===== src/rtl/csi_packet_sequencer.sv =====
// rtl/csi_packet_sequencer.sv - CSI-2 packet sequencer: header classification, frame/line tracking, RAW8 line-strided buffer writes
module csi_packet_sequencer #(
    parameter int VC_SEL      = 0,
    parameter int LINE_STRIDE = 160,
    parameter int MAX_LINES   = 480,
    parameter int ADDR_W      = 18
) (
    input  logic              mipi_clk,
    input  logic              reset,
    input  logic              stop,
    input  logic              header_valid,
    input  logic [31:0]       header,
    input  logic              data_valid,
    input  logic [31:0]       data_in,
    output logic              recieve_data,
    output logic              wr_en,
    output logic [ADDR_W-1:0] wr_addr,
    output logic [31:0]       wr_data,
    output logic [3:0]        wr_be,
    output logic              frame_start,
    output logic              frame_end,
    output logic              line_start,
    output logic              line_end,
    output logic              frame_active,
    output logic [15:0]       frame_count,
    output logic [15:0]       line_count,
    output logic [2:0]        err_flags
);

    typedef enum logic [1:0] {
        IDLE    = 2'd0,
        PAYLOAD = 2'd1,
        SKIP    = 2'd2
    } state_t;

    state_t state, state_next;

    logic [16:0]       k;
    logic [16:0]       n_words;
    logic [16:0]       w_words;
    logic [1:0]        wc_low;

    logic [5:0]        dt;
    logic [15:0]       wc;
    logic [16:0]       n_calc;
    logic [16:0]       w_calc;
    logic              hdr_ok;
    logic              is_long;
    logic              is_raw8;
    logic              limits_ok;
    logic              go_payload;
    logic              consume;
    logic              last_word;
    logic [3:0]        be_last;
    logic [ADDR_W-1:0] addr_calc;
    logic              unused_ecc;

    assign dt         = header[5:0];
    assign wc         = header[23:8];
    assign unused_ecc = ^header[31:24];

    // 17-bit arithmetic so WC=0xFFFF cannot wrap
    assign n_calc     = ({1'b0, wc} + 17'd5) >> 2;
    assign w_calc     = ({1'b0, wc} + 17'd3) >> 2;

    assign hdr_ok     = header_valid && !stop && (state == IDLE) && (header[7:6] == 2'(VC_SEL));
    assign is_long    = (dt >= 6'h10);
    assign is_raw8    = (dt == 6'h2A);
    assign limits_ok  = (line_count < 16'(MAX_LINES)) && (w_calc <= 17'(LINE_STRIDE));
    assign go_payload = is_raw8 && frame_active && limits_ok;

    // stop aborts the packet, so a word presented alongside it is dropped
    assign consume    = data_valid && (state != IDLE) && !stop;
    assign last_word  = consume && (k == n_words - 17'd1);

    assign addr_calc  = ADDR_W'(32'(line_count) * 32'(LINE_STRIDE) + 32'(k));
    assign recieve_data = (state != IDLE);

    always_comb begin
        be_last = 4'hF;
        case (wc_low)
            2'd1:    be_last = 4'b0001;
            2'd2:    be_last = 4'b0011;
            2'd3:    be_last = 4'b0111;
            default: be_last = 4'hF;
        endcase
    end

    always_ff @(posedge mipi_clk or negedge reset) begin
        if (!reset) begin
            state <= IDLE;
        end else begin
            state <= state_next;
        end
    end

    always_comb begin
        state_next = state;
        case (state)
            IDLE: begin
                if (hdr_ok && is_long) begin
                    state_next = go_payload ? PAYLOAD : SKIP;
                end
            end
            PAYLOAD, SKIP: begin
                if (stop || last_word) begin
                    state_next = IDLE;
                end
            end
            default: state_next = IDLE;
        endcase
    end

    always_ff @(posedge mipi_clk or negedge reset) begin
        if (!reset) begin
            k            <= '0;
            n_words      <= '0;
            w_words      <= '0;
            wc_low       <= '0;
            wr_en        <= 1'b0;
            wr_addr      <= '0;
            wr_data      <= '0;
            wr_be        <= '0;
            frame_start  <= 1'b0;
            frame_end    <= 1'b0;
            line_start   <= 1'b0;
            line_end     <= 1'b0;
            frame_active <= 1'b0;
            frame_count  <= '0;
            line_count   <= '0;
            err_flags    <= '0;
        end else begin
            frame_start <= 1'b0;
            frame_end   <= 1'b0;
            line_start  <= 1'b0;
            line_end    <= 1'b0;
            wr_en       <= 1'b0;

            if (hdr_ok) begin
                if (dt == 6'h00) begin
                    frame_start  <= 1'b1;
                    frame_active <= 1'b1;
                    line_count   <= '0;
                    err_flags    <= '0;
                end else if (dt == 6'h01) begin
                    frame_end    <= 1'b1;
                    frame_active <= 1'b0;
                    if (frame_active) begin
                        frame_count <= frame_count + 16'd1;
                    end
                end else if (is_long) begin
                    k       <= '0;
                    n_words <= n_calc;
                    w_words <= w_calc;
                    wc_low  <= wc[1:0];
                    if (go_payload) begin
                        line_start <= 1'b1;
                    end else if (is_raw8) begin
                        if (!frame_active) begin
                            err_flags[2] <= 1'b1;
                        end else begin
                            err_flags[1] <= 1'b1;
                        end
                    end
                end
            end

            if ((state != IDLE) && stop) begin
                err_flags[0] <= 1'b1;
            end

            if (consume) begin
                k <= k + 17'd1;
                if ((state == PAYLOAD) && (k < w_words)) begin
                    wr_en   <= 1'b1;
                    wr_data <= data_in;
                    wr_addr <= addr_calc;
                    wr_be   <= (k == w_words - 17'd1) ? be_last : 4'hF;
                end
                if (last_word && (state == PAYLOAD)) begin
                    line_end   <= 1'b1;
                    line_count <= line_count + 16'd1;
                end
            end
        end
    end

endmodule


===== config.mk =====
export PLATFORM = sky130hd
export DESIGN_NAME = csi_packet_sequencer
export DESIGN_NICKNAME = d
export VERILOG_FILES = /design/src/rtl/csi_packet_sequencer.sv
export SDC_FILE = /design/constraint.sdc
export NUM_CORES = 1
export LEC_CHECK = 0
export CORE_MARGIN = 3
export CORE_UTILIZATION = 58
export DETAILED_ROUTE_END_ITERATION = 8
export HOLD_SLACK_MARGIN = 0.03
export PLACE_DENSITY = 0.93
export SETUP_SLACK_MARGIN = 0.02
export SLEW_MARGIN = 20
export SYNTH_ARGS = -nofsm -noshare
export SYNTH_HDL_FRONTEND = slang
export SYNTH_SLANG_ARGS = --single-unit

===== constraint.sdc =====
create_clock -name mipi_clk -period 7.9 [get_ports mipi_clk]
set_input_delay 0.79 -clock mipi_clk [delete_from_list [all_inputs] [get_ports mipi_clk]]
set_output_delay 0.79 -clock mipi_clk [all_outputs]
set_load 0.02 [all_outputs]

==> flow_metrics.env <==
export IMPL_antenna_cells=0
export IMPL_cts_tree="built"
export IMPL_synth_async_sr_flop_share_pct=100.0
export IMPL_finalHoldViolations=0
export IMPL_slowest_stage="dfrtp_1"
export IMPL_gr_usage_met3_pct=5.781
export IMPL_die_area_um2=17210
export IMPL_setup_viol=0
export IMPL_syn_area_per_cell_um2=9.330
export IMPL_clock_skew_ps=15.62
export IMPL_rows=45
export IMPL_finalCritPeriodShare_pct=48.18
export IMPL_hpwl_mm=16.10
export IMPL_busiest_layer="met2"
export IMPL_synth_area_leader_cell="dfrtp_1"
export IMPL_grt_start_max_net_pins=86
export IMPL_core_um2=15260
export IMPL_htreeDepth=4
export IMPL_cts_root_buffer_cell="clkbuf_16"
export IMPL_worstSetupStartpoint="line_count[1]$_DFF_PN0_"
export IMPL_grt_pass1_vias=7694
export IMPL_r2r_slack_ps=4090
export IMPL_dr_total_vias=7848
export IMPL_use_met2_pct=43.87
export IMPL_rsz0062_at_grt="no"
export IMPL_io_buffer_count=156
export IMPL_dpl_instance_area_um2=10770
export IMPL_synth_area_leaders="dfrtp_1, ha_1, xnor2_1"
export IMPL_cts_resized=0
export IMPL_holdBufCountCts=0
export IMPL_slew_headroom_pct=36.60
export IMPL_overflow=0
export IMPL_area_delta_synth_final_pct=25.22
export IMPL_cts_max_path_buffers=2
export IMPL_fin_crit_ps=3806
export IMPL_ant_nets=0
export IMPL_synth_compound_area_share_pct=12.53
export IMPL_arrival_ps=4070
export IMPL_status="finished, final reports clean"
export IMPL_nets=1233
export IMPL_numClockSinks=146
export IMPL_synth_top_family_by_area="simple AND/OR/NAND/NOR gates"
export IMPL_cp_start_kind="flop"
export IMPL_ys_ff_latch=146
export IMPL_synth_top_area_share_pct=40.20
export IMPL_antenna_found_initial=0
export IMPL_slew_violations=0
export IMPL_synthSimpleGateAreaFrac_pct=18.75
export IMPL_io_pins=165
export IMPL_seq_area_frac_synth_pct=40.20
export IMPL_yosys_warnings=0
export IMPL_p_leak_uw=0.005027
export IMPL_die_w_um=131.2
export IMPL_critPathMaxStageDelay_ps=490
export IMPL_yosysUniqueCellTypes=64
export IMPL_cts_buffers=17
export IMPL_fillers=1046
export IMPL_worstSetupEndpointType="flop"
export IMPL_die_h_um=131.2
export IMPL_fmax_ghz=0.2627
export IMPL_timing_rr_start="line_count[1]$_DFF_PN0_"
export IMPL_cap_viol_max_count=0
export IMPL_synth_mux_area_fraction_pct=6.829
export IMPL_synth_nets=1100
export IMPL_post_cts_buffers=0
export IMPL_grt_usage_pct=25.37
export IMPL_layout_commonest_cell="clkdlybuf4s50_1"
export IMPL_insertion_delay_ps=440
export IMPL_final_area_um2=11380
export IMPL_yosys_area_share_adder_pct=8.013
export IMPL_crit_required_ps=8160
export IMPL_vias_per_cell=5.896
export IMPL_cp_cell_sequence="ha_1 -> ha_1 -> fa_1 -> a21o_1 -> a21oi_1 -> o21bai_1 -> a21oi_1 -> xnor2_1 -> ha_1 -> o21ai_0 -> o21ai_0 -> o41ai_1 -> xor2_1 -> o21ai_0"
export IMPL_max_slew_worst_pin_slew_ps=938.7
export IMPL_powerDensity_nw_per_um2=205.8
export IMPL_synth_ff_type="dfrtp_1"
export IMPL_start_util_pct=59.56
export IMPL_gp_congestion=0.9236
export IMPL_rr_endpoint="wr_addr[17]$_DFFE_PN0P_"
export IMPL_clk_pin_slew_ps=60
export IMPL_synth_cells=974
export IMPL_wirelength_mm=21.85
export IMPL_path_max_fanout=8
export IMPL_design_power_total_uw=2342
export IMPL_irDropWorstVdd_v=0.0002357
export IMPL_synth_enable_flop_cells=0
export IMPL_drt_initial_drc_count=588
export IMPL_setup_tns_ps=0
export IMPL_synth_xor_area_share_pct=9.638
export IMPL_drt_pass1_iter_count=5
export IMPL_grt_pass1_wl_mm=36.39
export IMPL_reg2reg_depth=14
export IMPL_wl_per_cell_um=16.41
export IMPL_netlist_area_um2=9087
export IMPL_hold_path_class="in2async"
export IMPL_remaining_drc_errors=0
export IMPL_drive_gt1_share_pct=8.482
export IMPL_grtUsageMet1_pct=31.46
export IMPL_final_cell_mix="clkdlybuf4s50_1, dfrtp_1, nand2_1"
export IMPL_path_class="reg2reg"
-- area by class of cell --
class / instances / area (um2) / share of cell area (%)
Clock inverter: 13 / 156.4 / 1.374
Inverter: 49 / 183.9 / 1.616
Tap cell: 211 / 264.0 / 2.320
Sequential cell: 146 / 3654 / 32.11
Timing Repair Buffer: 159 / 1585 / 13.93
Clock buffer: 19 / 452.9 / 3.980
Multi-Input combinational cell: 734 / 5084 / 44.67
-- registers in the layout, indices dropped and copies added (netlist names) --
name	flops
w_words	15
frame_active	1
k	17
frame_count	16
line_end	1
wr_be	4
wr_en	1
err_flags	3
frame_end	1
wc_low	2
frame_start	1
n_words	15
state	2
line_count	16
line_start	1
wr_addr	18
wr_data	32
-- how the worst max path moves through the flow --
stage | to | slack (ps)
after floorplan | wr_addr[17]$_DFFE_PN0P_ | 4580
after global placement | err_flags[2]$_DFFE_PN0P_ | 3980
final | wr_addr[17]$_DFFE_PN0P_ | 4090
after global routing | wr_addr[17]$_DFFE_PN0P_ | 3910
after CTS | wr_addr[17]$_DFFE_PN0P_ | 4080
after detailed placement | err_flags[2]$_DFFE_PN0P_ | 3870
-- power breakdown --
group / leakage, uW / total, uW / switching [uW] / internal (uW)
combinational: 0.00275 / 557 / 308 / 248
sequential: 0.00198 / 957 / 136 / 821
clock: 0.000299 / 829 / 317 / 512
-- through the flow --
stage	std cells	setup WS [ps]	hold WS, ps	utilization, %
2_1_floorplan	974	4576	482.8	-
3_3_place_gp	1299	3978	450.1	70.56
3_5_place_dp	1299	3866	457.4	70.56
4_1_cts	1331	4078	440.5	74.56
5_1_grt	1331	3914	468.5	74.58
6_report	1331	4094	381.7	74.58
-- Yosys cell counts, types with 9 or more instances --
cell type,count
mux2i_1,17
dfrtp_1,146
or3_1,10
and2_1,9
clkbuf_1,39
nor4_1,12
xnor2_1,60
a21oi_1,21
nor3_1,31
nor2_1,63
nand3_1,34
mux2_2,39
ha_1,55
nand4_1,24
o211ai_1,9
inv_1,49
xor2_1,40
and3_1,15
o21ai_0,88
nand2_1,97
-- kinds of logic after synthesis --
| logic type | count (synthesis) |
|---|---|
| compound gates | 181 |
| xor+xnor | 100 |
| fa+ha+maj | 57 |
| buf+inv | 94 |
| flops | 146 |
| mux | 57 |
| simple gates | 339 |
-- metal layers --
metal,vias to the layer above,routed length (um)
li1,3718,-
met1,3783,8978
met2,299,10870
met3,48,1468
met4,0,530
met5,-,0
-- critical path: cells and delay by family, from the launching register on --
| kind | cells | cell delay (ps) |
|---|---|---|
| AO/OA/AOI/OAI | 8 | 1410 |
| XOR/XNOR | 2 | 410 |
| adder cells (fa/ha/maj) | 4 | 1300 |
| flip-flops | 1 | 490 |
Power figures use the tool's default switching activity.
